### config.mk
export PLATFORM = sky130hd
export DESIGN_NAME = spw_link_ctrl
export DESIGN_NICKNAME = d
export VERILOG_FILES = /design/src/rtl/spw_link_pkg.sv /design/src/rtl/spw_fct_credit.sv /design/src/rtl/spw_link_ctrl.sv
export SDC_FILE = /design/constraint.sdc
export NUM_CORES = 1
export LEC_CHECK = 0
export ABC_AREA = 0
export CORE_MARGIN = 2
export CORE_UTILIZATION = 55
export DETAILED_ROUTE_END_ITERATION = 8
export PLACE_DENSITY_LB_ADDON = 0.08
export SYNTH_ARGS = -nofsm -noshare
export SYNTH_HDL_FRONTEND = slang
export SYNTH_SLANG_ARGS = --single-unit
export TNS_END_PERCENT = 10
### constraint.sdc
create_clock -name CLOCK -period 3.4 [get_ports CLOCK]
set_input_delay 0.34 -clock CLOCK [delete_from_list [all_inputs] [get_ports CLOCK]]
set_output_delay 0.34 -clock CLOCK [all_outputs]
set_load 0.01 [all_outputs]
### src/rtl/spw_link_pkg.sv
// SpaceWire link controller shared types.
// Link state encoding, FCT handshake states and timing defaults.
package spw_link_pkg;

    typedef enum logic [2:0] {
        ST_ERROR_RESET = 3'd0,
        ST_ERROR_WAIT  = 3'd1,
        ST_READY       = 3'd2,
        ST_STARTED     = 3'd3,
        ST_CONNECTING  = 3'd4,
        ST_RUN         = 3'd5
    } link_state_e;

    typedef enum logic [1:0] {
        FCT_IDLE   = 2'd0,
        FCT_REQ    = 2'd1,
        FCT_ACKLOW = 2'd2
    } fct_hs_e;

    localparam int unsigned T_6U4_DEF  = 640;
    localparam int unsigned T_12U8_DEF = 1280;

    // Credit granted per FCT and the highest credit at which another FCT fits.
    localparam logic [6:0] CREDIT_STEP    = 7'd8;
    localparam logic [6:0] CREDIT_REQ_MAX = 7'd48;

endpackage

### src/rtl/spw_fct_credit.sv
// Receive credit counter and 4-phase FCT request handshake.
// Tracks credit granted to the far end; flags N-Chars received without credit.
module spw_fct_credit
    import spw_link_pkg::*;
(
    input  logic       clk_i,
    input  logic       rst_i,
    input  logic       clr_i,
    input  logic       active_i,
    input  logic       got_nchar_i,
    input  logic [6:0] fifo_free_i,
    input  logic       ack_i,
    output logic       req_o,
    output logic [6:0] credit_o,
    output logic       credit_err_o
);

    fct_hs_e    hs_q, hs_d;
    logic [6:0] credit_q, credit_d;
    logic       room;
    logic       grant;
    logic       take;

    // Next handshake state and credit; clr_i overrides everything.
    always_comb begin
        room  = (credit_q <= CREDIT_REQ_MAX) &&
                ({1'b0, fifo_free_i} >= ({1'b0, credit_q} + {1'b0, CREDIT_STEP}));
        grant = (hs_q == FCT_REQ) && ack_i;
        take  = got_nchar_i && (credit_q != 7'd0);
        hs_d  = hs_q;
        case (hs_q)
            FCT_IDLE:   if (active_i && room) hs_d = FCT_REQ;
            FCT_REQ:    if (ack_i) hs_d = FCT_ACKLOW;
            FCT_ACKLOW: if (!ack_i) hs_d = FCT_IDLE;
            default:    hs_d = FCT_IDLE;
        endcase
        credit_d = credit_q + (grant ? CREDIT_STEP : 7'd0) - (take ? 7'd1 : 7'd0);
        if (clr_i) begin
            hs_d     = FCT_IDLE;
            credit_d = 7'd0;
        end
    end

    // Handshake and credit registers.
    always_ff @(posedge clk_i or posedge rst_i) begin
        if (rst_i) begin
            hs_q     <= FCT_IDLE;
            credit_q <= 7'd0;
        end else begin
            hs_q     <= hs_d;
            credit_q <= credit_d;
        end
    end

    assign req_o        = (hs_q == FCT_REQ);
    assign credit_o     = credit_q;
    assign credit_err_o = got_nchar_i && (credit_q == 7'd0);

endmodule

### src/rtl/spw_link_ctrl.sv
// SpaceWire link state machine with dwell/timeout timer.
// Outputs are registered from the next state so they match the state register.
module spw_link_ctrl
    import spw_link_pkg::*;
#(
    parameter int unsigned T_6U4  = T_6U4_DEF,
    parameter int unsigned T_12U8 = T_12U8_DEF,
    parameter int unsigned TMR_W  = 16
) (
    input  logic       CLOCK,
    input  logic       RESET,
    input  logic       LINK_START,
    input  logic       LINK_DISABLE,
    input  logic       AUTOSTART,
    input  logic       gotNULL,
    input  logic       gotFCT,
    input  logic       gotNChar,
    input  logic       gotTimeCode,
    input  logic       rxError,
    input  logic       creditErr,
    input  logic [6:0] rxFifoFree,
    input  logic       sendFctAck,
    output logic       resetTx,
    output logic       enableTx,
    output logic       enableRx,
    output logic       sendNULLs,
    output logic       sendFCTs,
    output logic       sendNChars,
    output logic       sendTimeCodes,
    output logic       sendFctReq,
    output logic [2:0] LINK_STATE
);

    localparam logic [TMR_W-1:0] T64_LAST  = TMR_W'(T_6U4 - 1);
    localparam logic [TMR_W-1:0] T128_LAST = TMR_W'(T_12U8 - 1);

    link_state_e      state_q, state_d;
    logic [TMR_W-1:0] timer_q, timer_d;
    logic             reset_tx_q, en_tx_q, en_rx_q;
    logic             nulls_q, fcts_q, nchars_q, tcodes_q;
    logic             rx_credit_err;
    logic             err, rx_evt, t64, t128, go;
    logic             fct_active, fct_clr;
    logic [6:0]       rx_credit;

    // Link state transitions; the error branch is tested before any advance.
    always_comb begin
        err     = rxError | creditErr | rx_credit_err;
        rx_evt  = gotFCT | gotNChar | gotTimeCode;
        t64     = (timer_q == T64_LAST);
        t128    = (timer_q == T128_LAST);
        go      = !LINK_DISABLE && (LINK_START || (AUTOSTART && gotNULL));
        state_d = state_q;
        case (state_q)
            ST_ERROR_RESET: begin
                if (t64) state_d = ST_ERROR_WAIT;
            end
            ST_ERROR_WAIT: begin
                if (err || rx_evt) state_d = ST_ERROR_RESET;
                else if (t128) state_d = ST_READY;
            end
            ST_READY: begin
                if (err || rx_evt) state_d = ST_ERROR_RESET;
                else if (go) state_d = ST_STARTED;
            end
            ST_STARTED: begin
                if (err || rx_evt || LINK_DISABLE || t128) state_d = ST_ERROR_RESET;
                else if (gotNULL) state_d = ST_CONNECTING;
            end
            ST_CONNECTING: begin
                if (err || gotNChar || gotTimeCode || LINK_DISABLE || t128)
                    state_d = ST_ERROR_RESET;
                else if (gotFCT) state_d = ST_RUN;
            end
            ST_RUN: begin
                if (err || LINK_DISABLE) state_d = ST_ERROR_RESET;
            end
            default: state_d = ST_ERROR_RESET;
        endcase
        if (state_d != state_q) timer_d = '0;
        else if (state_q == ST_RUN) timer_d = timer_q;
        else timer_d = timer_q + 1'b1;
    end

    // State, timer and output registers.
    always_ff @(posedge CLOCK or posedge RESET) begin
        if (RESET) begin
            state_q    <= ST_ERROR_RESET;
            timer_q    <= '0;
            reset_tx_q <= 1'b0;
            en_tx_q    <= 1'b0;
            en_rx_q    <= 1'b0;
            nulls_q    <= 1'b0;
            fcts_q     <= 1'b0;
            nchars_q   <= 1'b0;
            tcodes_q   <= 1'b0;
        end else begin
            state_q    <= state_d;
            timer_q    <= timer_d;
            reset_tx_q <= (state_d != ST_ERROR_RESET);
            en_rx_q    <= (state_d != ST_ERROR_RESET);
            en_tx_q    <= (state_d inside {ST_STARTED, ST_CONNECTING, ST_RUN});
            nulls_q    <= (state_d inside {ST_STARTED, ST_CONNECTING, ST_RUN});
            fcts_q     <= (state_d inside {ST_CONNECTING, ST_RUN});
            nchars_q   <= (state_d == ST_RUN);
            tcodes_q   <= (state_d == ST_RUN);
        end
    end

    assign fct_active = (state_q == ST_CONNECTING) || (state_q == ST_RUN);
    assign fct_clr    = (state_d == ST_ERROR_RESET);

    spw_fct_credit u_fct (
        .clk_i        (CLOCK),
        .rst_i        (RESET),
        .clr_i        (fct_clr),
        .active_i     (fct_active),
        .got_nchar_i  (gotNChar),
        .fifo_free_i  (rxFifoFree),
        .ack_i        (sendFctAck),
        .req_o        (sendFctReq),
        .credit_o     (rx_credit),
        .credit_err_o (rx_credit_err)
    );

    assign resetTx       = reset_tx_q;
    assign enableTx      = en_tx_q;
    assign enableRx      = en_rx_q;
    assign sendNULLs     = nulls_q;
    assign sendFCTs      = fcts_q;
    assign sendNChars    = nchars_q;
    assign sendTimeCodes = tcodes_q;
    assign LINK_STATE    = state_q;

endmodule

==> results of run 1 <==
[kinds of logic (layout without fill, tap and decap cells)]
group | count (synthesis) | after routing
multiplexers | 1 | 1
AO/OA/AOI/OAI | 26 | 26
AND/OR/NAND/NOR | 102 | 102
adder cells (fa/ha/maj) | 21 | 21
flip-flops | 32 | 32
buffers and inverters | 30 | 62
XOR/XNOR | 23 | 23
[Yosys cell counts (all sizes together) (2+ instances only)]
master,instances
nand4,9
nor4,3
nand4b,2
dfrtp,32
clkbuf,2
xnor2,16
xor2,7
nor2b,3
buf,5
and4,2
nand2b,3
o21ai,4
a31oi,3
or4,3
or2,2
inv,23
nand3,8
nand2,16
nand3b,2
and3,3
nor3,21
nor4b,3
a21o,3
o211ai,2
ha,20
nor2,18
a21oi,6
[layer usage]
layer,track usage,share of wire,up-vias
met3,0.0510,0.051,6
met1,0.318,0.50,811
met4,0.0875,0.010,0
met2,0.326,0.43,51
met5,0,0,-
li1,-,-,890
[final timing paths]
check,endpoint,depth (start not counted),startpoint
worst max-delay path,timer_q[15],7,gotNChar
worst min-delay path,timer_q[0],3,RESET
worst max register to register,timer_q[15],6,LINK_STATE[2]
worst min register to register,u_fct.hs_q[1],2,u_fct.hs_q[0]
max in group asynchronous,LINK_STATE[2],3,RESET
min in group CLOCK,u_fct.hs_q[1],2,u_fct.hs_q[0]
[state kept, by name (all words and copies together), names as in the netlist]
name / flops
u_fct.hs_q: 2
timer_q: 16
sendFCTs: 1
LINK_STATE: 3
sendNULLs: 1
u_fct.credit_o: 7
enableRx: 1
sendTimeCodes: 1
[power by group through the flow]
stage	Sequential [W]	Combinational (W)	Clock (W)
floorplan	0.000388	0.0000159	0
global placement	0.000388	0.0000464	0
detailed placement	0.000388	0.0000470	0
CTS	0.000381	0.0000474	0.000277
global route	0.000380	0.0000524	0.000292
finish	0.000381	0.0000467	0.000269
[through the flow]
stage | setup slack [ps] | power, W
after detailed placement | 325 | 0.000435
after global placement | 419 | 0.000434
after floorplan | 1180 | 0.000404
after CTS | 605 | 0.000705
after global routing | 427 | 0.000725
final | 611 | 0.000696
[worst min-delay path: stages]
cell and delay, ps:
clkdlybuf4s50_1 390, inv_1 50, buf_4 360
[cell type report]
cell class	instances	area share
repair buffers	32	0.117
clock inverters	1	0.00188
clock buffers	6	0.0272
flip-flops and latches	32	0.301
multi-input cells	173	0.497
inverters	23	0.0324
well taps	50	0.0235
==> results.yml, run 1 <==
sta:
  fin_hold_ws_ps: 444
  timing.final.max_slew_violations: 0
  min_period_over_period: 0.820
  max_freq_mhz: 359
  setup-violations-final: 0
  setup-tns-final_ps: 0
  worstMarginPinSlew_ps: 1020
  hold_violations: 0
  fin_skew_ps: 4.74
  rsz0062_at_grt: "false"
  min_period_ps: 2790
  slew_headroom: 0.315
clock_tree:
  cts_resized: 0
  cts_root_buf: "clkbuf_8"
  clk_latency_ps: 280
  ctsHoldBuffers: 0
  cts_tree: "done"
  cts.sinks: 32
  clk_pin_slew_ps: 60
  htreeDepth: 2
  cts_buffer_depth: 2
  cts_buffers: 5
  postCtsSetupBuffers: 0
finish:
  postLayoutCoreUtil: 0.671
  layout_commonest_cell: "dfrtp_1"
  fin_nets: 307
  drive_above_1_share: 0.116
  fillCellCount: 324
  fin_cells: 317
  design_area_sq_um: 2660
  area_growth_pct: 18.0
  multi_input_area_sq_um: 1320
  final_cell_mix: "32 x dfrtp_1, 29 x clkdlybuf4s50_1, 23 x inv_1, 20 x ha_1, 18 x nor2_1"
  antenna_cells: 0
  regArea_sq_um: 801
placement:
  placed_cells: 310
  place_area_sq_um: 2590
  hpwl_mm: 3.36
  gp_congestion: 0.920
  portBuffers: 29
synthesis:
  synth_seq_cells: 32
  synthSimpleGateAreaFrac: 0.278
  yosys_warnings: 0
  synth_area_leaders: "dfrtp_1 35%, ha_1 11%, xnor2_1 5.8%"
  synth_mux_area_frac: 0.00443
  async_flop_share: 1.00
  synth_top_cell_by_area: "dfrtp_1"
  synth_ff_type: "dfrtp_1"
  netlist_area_sq_um: 2260
  synth_compound_area_frac: 0.0915
  synth_top_area_frac: 0.355
  syn_area_per_cell_sq_um: 9.60
  synth_edf_count: 0
  yosysUniqueCellTypes: 51
  yosysSeqAreaShare: 0.355
  syn-num-nets: 275
  synthCells: 235
  synth_xor_area_frac: 0.0926
  yosys.area_share.adder: 0.120
  synth_top_family_by_area: "simple AND/OR/NAND/NOR gates"
global_route:
  first_global_vias: 1656
  grt_pass1_wl_mm: 7.71
  grt_max_degree: 33
  gr-total-overflow: 0
  grt.total_usage: 0.223
  antenna_found_initial: 0
status:
  status: "finished, final reports clean"
routing:
  avgRoutedWirePerCell_um: 14.3
  dr.pass1.iters: 4
  drtIter0Drc: 168
  finalWirelength_mm: 4.54
  num_vias: 1758
  viasPerCell: 5.55
  drc_errors: 0
  antenna_left: 0
floorplanning:
  die_w_um: 68.1
  core_area_sq_um: 3970
  start_util: 0.568
  die_y_um: 68.1
  ios: 30
  rows: 23
  die_area_sq_um: 4630
critical_path:
  worstPathCellList: "clkdlybuf4s50_1, nor4_4, nand3_1, o41ai_2, a221oi_4, xnor2_2, nor3_1"
  worstSetupEndpointType: "flip-flop"
  cp_slowest_stage_delay_ps: 810
  critPathBufInv: 1
  cp_data_arrival_time_ps: 2900
  rrSetupSlack_ps: 710
  cp_max_fo: 16
  path_class: "primary input to flip-flop"
  critPathSlowestCell: "xnor2_2"
  required_ps: 3520
  cp_top_family: "XOR/XNOR gates"
  critPathLaunchType: "primary input"
power:
  p_seq_frac: 0.547
  pwr-share-clk: 0.386
  peakVddDrop_v: 0.000226
  p_int_w: 0.000545
  p_sw_w: 0.000151
  leakage_nw: 1.18
  p_sw_frac: 0.217
  comb_power_share: 0.067
  power_density_nw_per_um2: 261
hold_path:
  worstHoldPathType: "primary input to async pin"
flow_run:
  drv_cap: 0
No activity file was read; power rests on OpenSTA's default activity.
==> run 2, diff against run 1 <==
--- a/config.mk
+++ b/config.mk
@@ -7,7 +7,7 @@
 export LEC_CHECK = 0
 export ABC_AREA = 0
 export CORE_MARGIN = 2
-export CORE_UTILIZATION = 55
+export CORE_UTILIZATION = 50
 export DETAILED_ROUTE_END_ITERATION = 8
 export PLACE_DENSITY_LB_ADDON = 0.08
 export SYNTH_ARGS = -nofsm -noshare
==> constraint.sdc (replaced) <==
create_clock -name CLOCK -period 2.25 [get_ports CLOCK]
set_input_delay 0.225 -clock CLOCK [delete_from_list [all_inputs] [get_ports CLOCK]]
set_output_delay 0.225 -clock CLOCK [all_outputs]
set_load 0.01 [all_outputs]
==> run 2 against run 1 <==
Die area grew 9.4%. Sequential cell count is the same. Sequential power grew 51%. Worst setup slack lost 570 ps. Largest cell class unchanged.
==> results.yml, run 2 (same netlist as run 1, synthesis figures left out) <==
clock_tree:
  clk_latency_ps: 290
  cts_buffer_depth: 2
  cts_buffers: 5
  cts_root_buf: "clkbuf_8"
  clk_pin_slew_ps: 70
  htreeDepth: 2
  cts_tree: "done"
  cts.sinks: 32
critical_path:
  cp_slowest_stage_delay_ps: 440
  cp_data_arrival_time_ps: 2380
  critPathMostFrequentCell: "inv_2"
  worst-r2r-cell-count: 12
  rr_endpoint: "u_fct.credit_o[5]"
  cp_max_fo: 4
  critPathLaunch: "u_fct.credit_o[0]"
  critPathLaunchType: "flip-flop"
  path_class: "flip-flop to flip-flop"
  critPathSlowestCell: "dfrtp_2"
  crit_path_end: "u_fct.credit_o[5]"
  worstSetupEndpointType: "flip-flop"
  worstPathCellList: "nor4_4, a31oi_1, ha_2, inv_2, ha_4, inv_2, fa_2, inv_2, a21o_1, a21oi_2, xnor2_1, nor2_1"
  required_ps: 2420
  rrSetupSlack_ps: 40
  r2r_start: "u_fct.credit_o[0]"
global_route:
  grt.total_usage: 0.217
  grt_max_degree: 33
  grtUsageMet1: 0.271
  gr-total-overflow: 0
  top_usage_layer: "met2"
  met2_usage: 0.374
  grt_pass1_wl_mm: 8.74
  first_global_vias: 1959
  antenna_found_initial: 0
  met3_usage: 0.0427
sta:
  hold_violations: 0
  worstMarginPinSlew_ps: 481
  min_period_over_period: 0.982
  setup-violations-final: 0
  max_freq_mhz: 453
  min_period_ps: 2210
  timing.final.max_slew_violations: 0
  rsz0062_at_grt: "true"
  fin_hold_ws_ps: 323
  fin_skew_ps: 11.1
  slew_headroom: 0.676
  setup_slack_ps: 40.2
finish:
  largest_reg_flops: 16
  postLayoutCoreUtil: 0.709
  antenna_cells: 0
  fillCellCount: 357
  fin_cells: 356
  design_area_sq_um: 3090
  final_cell_mix: "37 x buf_4, 31 x dfrtp_1, 29 x clkdlybuf4s50_1, 20 x inv_1, 18 x nor2_1"
  layout_commonest_cell: "buf_4"
  fin_nets: 343
  area_growth_pct: 36.8
  drive_above_1_share: 0.289
  largest_register: "timer_q"
flow_run:
  drv_cap: 0
floorplanning:
  start_util: 0.518
  die_w_um: 71.2
  ios: 30
  rows: 24
  die_y_um: 71.2
  core_area_sq_um: 4350
  die_area_sq_um: 5070
routing:
  viasPerCell: 5.39
  finalWirelength_mm: 5.04
  dr.pass1.iters: 4
  drc_errors: 0
  antenna_left: 0
  drtIter0Drc: 140
  num_vias: 1918
  avgRoutedWirePerCell_um: 14.2
placement:
  portBuffers: 29
  hpwl_mm: 3.72
  gp_congestion: 0.838
  place_area_sq_um: 2840
  placed_cells: 342
  place_ws_ps: -189
hold_path:
  worstHoldPathType: "primary input to async pin"
status:
  status: "finished, final reports clean"
power:
  power_density_nw_per_um2: 389
  leakage_nw: 1.40
  peakVddDrop_v: 0.000270
==> run 2: cell count changes in the layout (fill, tap and decap cells not counted), sizes merged <==
cell / before / now
buf: 3 / 39
bufinv: 0 / 1
==> run 2: worst max-delay path: cells and delay by family (launching register included) <==
kind	cells	cell delay [ps]
buffers and inverters	3	150
and+or+nand+nor	2	380
xor gates and xnor gates	1	140
adders and majority gates	3	680
AOI/OAI and AO/OA	3	300
DFF	1	440
==> run 2: cell type report <==
type	count	area [sq um]	area share
Multi-Input combinational cell	173	1420	0.459
Timing Repair Buffer	68	608	0.197
Clock buffer	6	72.6	0.0235
Sequential cell	32	802	0.260
Tap cell	52	65.1	0.0211
Inverter	23	86.3	0.0280
Clock inverter	2	35.0	0.0113
==> run 2: routing by layer <==
| layer | part of all wire | vias to the layer above |
|---|---|---|
| met5 | 0 | - |
| met4 | 0.0099 | 0 |
| met3 | 0.033 | 6 |
| met2 | 0.50 | 39 |
| met1 | 0.45 | 912 |
| li1 | - | 961 |
==> run 2: per-stage QoR <==
step           total power [W]  setup TNS [ps]
6_report               0.00120               0
5_1_grt                0.00124            -783
4_1_cts                0.00122           -9.85
3_5_place_dp          0.000663           -2450
3_3_place_gp          0.000662           -1990
2_1_floorplan         0.000610               0
==> run 2: where the power goes <==
part           total (W)  switching [W]  internal, W
Clock           0.000550       0.000222     0.000329
Combinational  0.0000766      0.0000338    0.0000428
Sequential      0.000575              0     0.000575
Total            0.00120       0.000256     0.000946
==> run 2: worst min path at each step <==
stage                             end  slack, ps     startpoint
finish                  u_fct.hs_q[0]        320          RESET
global route        u_fct.credit_o[4]        400          RESET
global placement          timer_q[15]        560    timer_q[15]
detailed placement      u_fct.hs_q[1]        570  u_fct.hs_q[0]
floorplan               LINK_STATE[0]        340          RESET
CTS                 u_fct.credit_o[4]        340          RESET
==> run 2: what timing repair did <==
item,CTS,global route
resized for setup,5,20
buffers inserted,1,5
pin swaps,2,13
hold buffers,0,0
setup endpoints to repair,18,21
